<file path="config.mk">
export PLATFORM = sky130hd
export DESIGN_NAME = pe_weight_loader
export DESIGN_NICKNAME = d
export VERILOG_FILES = /design/src/rtl/pe_weight_loader.sv
export SDC_FILE = /design/constraint.sdc
export NUM_CORES = 1
export LEC_CHECK = 0
export BUFFER_PORTS_ARGS = -buffer_cell sky130_fd_sc_hd__buf_2
export CAP_MARGIN = 5
export CORE_ASPECT_RATIO = 0.6
export CORE_MARGIN = 2
export CORE_UTILIZATION = 51
export CTS_CLUSTER_DIAMETER = 50
export CTS_CLUSTER_SIZE = 24
export DETAILED_ROUTE_END_ITERATION = 16
export PLACE_DENSITY = 0.84
export SYNTH_ARGS = -nofsm -noshare
export SYNTH_HDL_FRONTEND = slang
export SYNTH_SLANG_ARGS = --single-unit
</file>
<file path="constraint.sdc">
create_clock -name clk -period 3.9 [get_ports clk]
set_input_delay 0.78 -clock clk [delete_from_list [all_inputs] [get_ports clk]]
set_output_delay 0.78 -clock clk [all_outputs]
set_load 0.005 [all_outputs]
</file>
<file path="src/rtl/pe_weight_loader.sv">
// Weight loader for one PE: drains the PE, streams NUM_WORDS words onto its weight bus, gates i_valid until loaded.
// Optional running checksum of the loaded words is enabled by defining PE_WEIGHT_LOADER_CHECKSUM_EN.
module pe_weight_loader #(
    parameter logic [31:0] BASE_ADDR    = 32'd23,
    parameter int          NUM_WORDS    = 226,
    parameter int          DRAIN_CYCLES = 16,
    parameter int          CNT_WIDTH    = $clog2(NUM_WORDS + 1)
) (
    input  logic        clk,
    input  logic        rst_n,
    input  logic        start,
    input  logic [15:0] s_data,
    input  logic        s_valid,
    output logic        s_ready,
    output logic [15:0] weight_wr_data,
    output logic [31:0] weight_wr_addr,
    output logic        weight_wr_en,
    input  logic        pe_ready,
    input  logic        pe_i_valid_in,
    output logic        pe_i_valid_out,
    output logic        busy,
    output logic        loaded,
    output logic        done,
    output logic [15:0] checksum
);

    localparam int DRAIN_W = $clog2(DRAIN_CYCLES + 1);
    localparam logic [DRAIN_W-1:0]   DRAIN_LAST = DRAIN_W'(DRAIN_CYCLES - 1);
    localparam logic [CNT_WIDTH-1:0] WORD_LAST  = CNT_WIDTH'(NUM_WORDS - 1);

    typedef enum logic [1:0] {
        IDLE  = 2'd0,
        DRAIN = 2'd1,
        LOAD  = 2'd2
    } state_t;

    state_t               state_r;
    state_t               state_nxt_s;
    logic [DRAIN_W-1:0]   drain_cnt_r;
    logic [CNT_WIDTH-1:0] word_cnt_r;
    logic                 handshake_s;
    logic                 last_word_s;
    logic                 load_req_s;
    logic                 wr_en_r;
    logic [31:0]          wr_addr_r;
    logic [15:0]          wr_data_r;
    logic                 loaded_r;
    logic                 done_r;

    assign s_ready     = (state_r == LOAD);
    assign handshake_s = s_valid & s_ready;
    assign last_word_s = handshake_s & (word_cnt_r == WORD_LAST);
    assign load_req_s  = (state_r == IDLE) & start;

    // State register
    always_ff @(posedge clk or negedge rst_n) begin
        if (!rst_n) begin
            state_r <= IDLE;
        end else begin
            state_r <= state_nxt_s;
        end
    end

    // Next-state logic; start outside IDLE is deliberately ignored
    always_comb begin
        state_nxt_s = state_r;
        case (state_r)
            IDLE: begin
                if (start) state_nxt_s = DRAIN;
                else       state_nxt_s = IDLE;
            end
            DRAIN: begin
                if (pe_ready && (drain_cnt_r == DRAIN_LAST)) state_nxt_s = LOAD;
                else                                         state_nxt_s = DRAIN;
            end
            LOAD: begin
                if (last_word_s) state_nxt_s = IDLE;
                else             state_nxt_s = LOAD;
            end
            default: state_nxt_s = IDLE;
        endcase
    end

    // Drain counter: any low pe_ready cycle restarts the quiet-period count
    always_ff @(posedge clk or negedge rst_n) begin
        if (!rst_n) begin
            drain_cnt_r <= '0;
        end else if ((state_r == DRAIN) && pe_ready) begin
            drain_cnt_r <= drain_cnt_r + DRAIN_W'(1);
        end else begin
            drain_cnt_r <= '0;
        end
    end

    // Word counter: zero outside LOAD, so it starts cleared on every LOAD entry
    always_ff @(posedge clk or negedge rst_n) begin
        if (!rst_n) begin
            word_cnt_r <= '0;
        end else if (state_r != LOAD) begin
            word_cnt_r <= '0;
        end else if (handshake_s) begin
            word_cnt_r <= word_cnt_r + CNT_WIDTH'(1);
        end else begin
            word_cnt_r <= word_cnt_r;
        end
    end

    // Weight write port: address/data hold between writes
    always_ff @(posedge clk or negedge rst_n) begin
        if (!rst_n) begin
            wr_en_r   <= 1'b0;
            wr_addr_r <= 32'd0;
            wr_data_r <= 16'd0;
        end else begin
            wr_en_r <= handshake_s;
            if (handshake_s) begin
                wr_addr_r <= BASE_ADDR + 32'(word_cnt_r);
                wr_data_r <= s_data;
            end else begin
                wr_addr_r <= wr_addr_r;
                wr_data_r <= wr_data_r;
            end
        end
    end

    // Completion status
    always_ff @(posedge clk or negedge rst_n) begin
        if (!rst_n) begin
            loaded_r <= 1'b0;
            done_r   <= 1'b0;
        end else begin
            done_r <= last_word_s;
            if (load_req_s) begin
                loaded_r <= 1'b0;
            end else if (last_word_s) begin
                loaded_r <= 1'b1;
            end else begin
                loaded_r <= loaded_r;
            end
        end
    end

`ifdef PE_WEIGHT_LOADER_CHECKSUM_EN
    logic [15:0] sum_r;

    // Running modulo-2^16 sum, updated in step with the weight write
    always_ff @(posedge clk or negedge rst_n) begin
        if (!rst_n) begin
            sum_r <= 16'd0;
        end else if (load_req_s) begin
            sum_r <= 16'd0;
        end else if (handshake_s) begin
            sum_r <= sum_r + s_data;
        end else begin
            sum_r <= sum_r;
        end
    end

    assign checksum = sum_r;
`else
    assign checksum = 16'd0;
`endif

    assign weight_wr_en   = wr_en_r;
    assign weight_wr_addr = wr_addr_r;
    assign weight_wr_data = wr_data_r;
    assign loaded         = loaded_r;
    assign done           = done_r;
    assign busy           = (state_r != IDLE);
    assign pe_i_valid_out = pe_i_valid_in & loaded_r;

endmodule

</file>
* Word level (Yosys, flattened, before mapping) *
Index checks and enable logic that the tools add are counted.
W data, S select, Z words.

cells by class
  eq/ne operators = 5
  bitwise logic cells = 4
  $add $sub $neg = 3
  reduce and logical (&&, ||, !) cells = 6
  mux-type cells = 9

operators with widths
  kind                   count
  $mux W8                2
  $add A5 B8 Y9 const A  1
  $add A8 B1 Y8 const B  1
  $eq A8 B8 Y1 const B   1
  $pmux W2 S3            1
  $reduce_bool A2 Y1     3
  $add A5 B1 Y5 const B  1
  $eq A5 B4 Y1 const B   1
  $mux W5                1
  $and A1 B1 Y1          4
  $mux W2                2
  $mux W1                3
  $eq A2 B1 Y1 const B   1
  $eq A2 B2 Y1 const B   1
  $logic_and A1 B1 Y1    2
  $logic_not A2 Y1       1
  $ne A2 B2 Y1 const B   1

storage, ports and cells
  register bits = 66
  output and inout bits = 70
  input port bits = 22

* Depth between registers and ports, before layout *
  depth in word-level cells = 5
  depth in mapped cells = 6

* Worst setup path before layout *
OpenSTA, ideal clock, no wires.

  kind = input -> register
  start = in s_valid
  end = reg word_cnt_r[7]
  cell stages on the path = 4
  arrival = 1658 ps
  data required time = 3822 ps
  buffers on the path = 1
  slack = 2164 ps
  cell sequence = buf_4 -> nand4_2 -> or4_1 -> a21oi_1

on the way
  cells in the longest elaborated chain, start to end = 2

ends and longest elaborated chain
  what                          line  text
  start, declared               13    input logic s_valid,
  $and A1 B1 Y1                 51    assign handshake_s = s_valid & s_ready;
  $reduce_bool A2 Y1 (no line)  -
  end signal, assigned          102   word_cnt_r <= word_cnt_r + CNT_WIDTH'(1);
  end signal, assigned          104   word_cnt_r <= word_cnt_r;
  end, declared                 40    logic [CNT_WIDTH-1:0] word_cnt_r;

No other way between the ends.
A chain may end at the register's enable or synchronous reset.

* Worst setup path after layout *
  start = in s_valid
  end = reg wr_addr_r[6], in the netlist weight_wr_addr[6]

on the way
  cells in the longest elaborated chain, start to end = 1

ends and longest elaborated chain
  what                  line  text
  $and A1 B1 Y1         51
  end signal, assigned  117   wr_addr_r <= BASE_ADDR + 32'(word_cnt_r);
  end signal, assigned  120   wr_addr_r <= wr_addr_r;
  end, declared         45    logic [31:0] wr_addr_r;

No other way between the ends.

==> out/metrics.cfg <==
[die]
fp-row-count = 18
die_area_mm2 = 0.004872
die_x_um = 88.79
die_h_um = 54.87
core-area_mm2 = 0.004121
io_pins = 92
start_util_pct = 53.37

[worst_setup_path]
endpoint_kind = flop
cp-startpoint = s_valid
critPathLaunchType = input pin
reg2reg_slack_ps = 1610
path_class = in -> reg
crit_path_end = weight_wr_addr[6]
cp_max_fo = 25
reg2reg_to = weight_wr_addr[6]
ff2ff_path_depth = 5
critPathArrivalTime_ps = 2630
worstPathRequired_ps = 4120
reg2reg_from = state_r[0]

[synthesis]
synth_seq_cells = 43
syn_area_per_cell_um2 = 9.203
synth_edf_count = 0
async_flop_share_pct = 100.0
synth_flop_cell = dfrtp_1
netlist_instances = 239
yosysSeqAreaShare_pct = 48.92
yosysWarnings = 0
syn_area_mm2 = 0.002200
synth_cell_types = 38

[route]
drc = 0
vias_per_cell = 4.621
ant_nets = 0
finalWirelength_mm = 4.132
first_iter_violations = 117
first_pass_iters = 4
num_vias = 1608
wire_per_inst_um = 11.87

[cts]
clock_path_buffers = 2
clkLatencyLatePin_ps = 300
path_clk_slew_ps = 80
cts_tree = yes
ctsHoldBuffers = 0
numCtsBuffers = 5
clock-sinks = 43
clock-root-buffer = clkbuf_8
cts-resized-gates = 0
cts.htree.levels = 2
cts_setup_buffers = 0

[placed_design]
pre_cts_slack_ps = 1154
dpl.hpwl_mm = 3.032
io_buffers = 52
routabilityCongestion = 0.7834

[global_route]
grt_use_total_pct = 18.35
grt-ovfl-total = 0
grt_antenna_before_repair = 0
first_global_vias = 1437
grt_pass1_wl_mm = 6.568
grt_start_max_net_pins = 44

[timing]
slew_headroom_pct = 37.87
skew_ps = 4.735
finalHoldViolations = 0
tightest_slew_ps = 932.0
setup_viol = 0
setup_tns_ps = 0
period_minus_slack_ps = 2412
fmax_mhz = 414.5
rsz0062_at_grt = no
period_share_pct = 61.86
drv_slew = 0
setup_ws_ps = 1488

[power]
pwr-share-seq_pct = 54.3
power_frac_comb_pct = 7.7
ir_drop_uv = 181.2
total_power_w = 0.0008720
power_density_mw_per_mm2 = 357.0
p_int_w = 0.0006779
swShare_pct = 22.25
clkPwrFrac_pct = 38.1
p_leak_nw = 1.341
switching_power_w = 0.0001940

[layout]
final_cell_mix = nand2_1 (60), buf_2 (52), dfrtp_1 (43)
areaGrowthSynthToFinish_pct = 11.04
num-fill-cells = 394
layout.nets = 315
antenna_cells = 0
drive_above_1_share_pct = 21.53
mostFrequentLayoutCell = nand2_1

[status]
status = finished, final reports clean

[flow_run]
drv_cap = 0

[min_path]
hp-class = reg -> reg

-- worst min path at each step --
stage                        start              to  slack [ps]  cells after the start
finish              drain_cnt_r[0]  drain_cnt_r[0]         470                      1
global route        drain_cnt_r[0]  drain_cnt_r[0]         500                      1
CTS                 drain_cnt_r[0]  drain_cnt_r[0]         470                      1
detailed placement  drain_cnt_r[0]  drain_cnt_r[0]         460                      1
global placement    drain_cnt_r[0]  drain_cnt_r[0]         450                      1
floorplan           drain_cnt_r[0]  drain_cnt_r[0]         430                      1
-- routing by layer --
layer	global-route usage (%)	up-vias	part of all wire (%)
met5	0	-	0
met4	7.576	0	1.2
met3	5.128	6	7.8
met2	28.23	58	44
met1	24.74	755	47
li1	-	789	-
-- per-stage QoR --
step,cell area [um^2],hold slack (ps),util [%],instances
after floorplan,2342,432.9,-,277
after global placement,2340,450.0,56.77,341
after detailed placement,2340,458.4,56.77,341
after CTS,2442,469.1,59.26,348
after global routing,2442,495.0,59.26,348
final,2442,471.5,59.26,348
-- power groups by stage --
stage               registers (W)  clock network (W)   logic, W
floorplan                0.000483                  0  0.0000552
global route             0.000476           0.000358  0.0000812
detailed placement       0.000482                  0  0.0000675
CTS                      0.000473           0.000342  0.0000677
finish                   0.000473           0.000332  0.0000668
global placement         0.000482                  0  0.0000658
-- flip-flops by register name, summed over array words and instances, names as in the netlist --
name            cells
drain_cnt_r         5
weight_wr_data     16
word_cnt_r          8
weight_wr_en        1
state_r             2
done                1
loaded              1
weight_wr_addr      9
-- layout make-up --
type                            instances  area [um^2]  area share (%)
Multi-Input combinational cell        176        887.1           36.32
Timing Repair Buffer                   53        267.8           10.96
Sequential cell                        43         1076           44.06
Clock buffer                            6        72.57           2.971
Tap cell                               60        75.07           3.074
Inverter                                9        33.78           1.383
Clock inverter                          1        30.03           1.230
-- kinds of logic (layout without fill, tap and decap cells) --
kind of cell             Yosys count  count (layout)  share of synthesized area (%)
AO/OA/AOI/OAI                     22              22                          6.428
XOR/XNOR                           7               7                          2.787
adder cells (fa/ha/maj)            5               5                          2.844
AND/OR/NAND/NOR                  102             102                          21.16
multiplexers                       1               1                         0.4551
flip-flops                        43              43                          48.92
other                              1              39                         0.1705
buffers and inverters             58              69                          17.24
-- cell usage after synthesis (2+ instances only) --
| master | n | area [um^2] |
|---|---|---|
| a21oi_1 | 3 | 15.01 |
| a31oi_1 | 2 | 12.51 |
| and2_1 | 2 | 12.51 |
| buf_2 | 6 | 30.03 |
| buf_4 | 41 | 307.8 |
| dfrtp_1 | 43 | 1076 |
| ha_1 | 5 | 62.56 |
| inv_1 | 9 | 33.78 |
| nand2_1 | 60 | 225.2 |
| nand2b_1 | 4 | 25.02 |
| nand3_1 | 3 | 15.01 |
| nand3b_1 | 2 | 15.01 |
| nand4_1 | 2 | 12.51 |
| nor2_1 | 14 | 52.55 |
| nor3_1 | 3 | 15.01 |
| o211ai_1 | 2 | 15.01 |
| o21ai_0 | 7 | 35.03 |
| o31ai_1 | 3 | 22.52 |
| or3_1 | 2 | 12.51 |
| or4_1 | 3 | 22.52 |
| xnor2_1 | 4 | 35.03 |
| xor2_1 | 3 | 26.28 |
-- critical path, stage by stage --
cell and delay (ps):
buf_2 180, nand3b_1 360, buf_4 340, inv_1 520
o2111ai_1 270, o211ai_1 160
(Power assumes the default switching activity.)
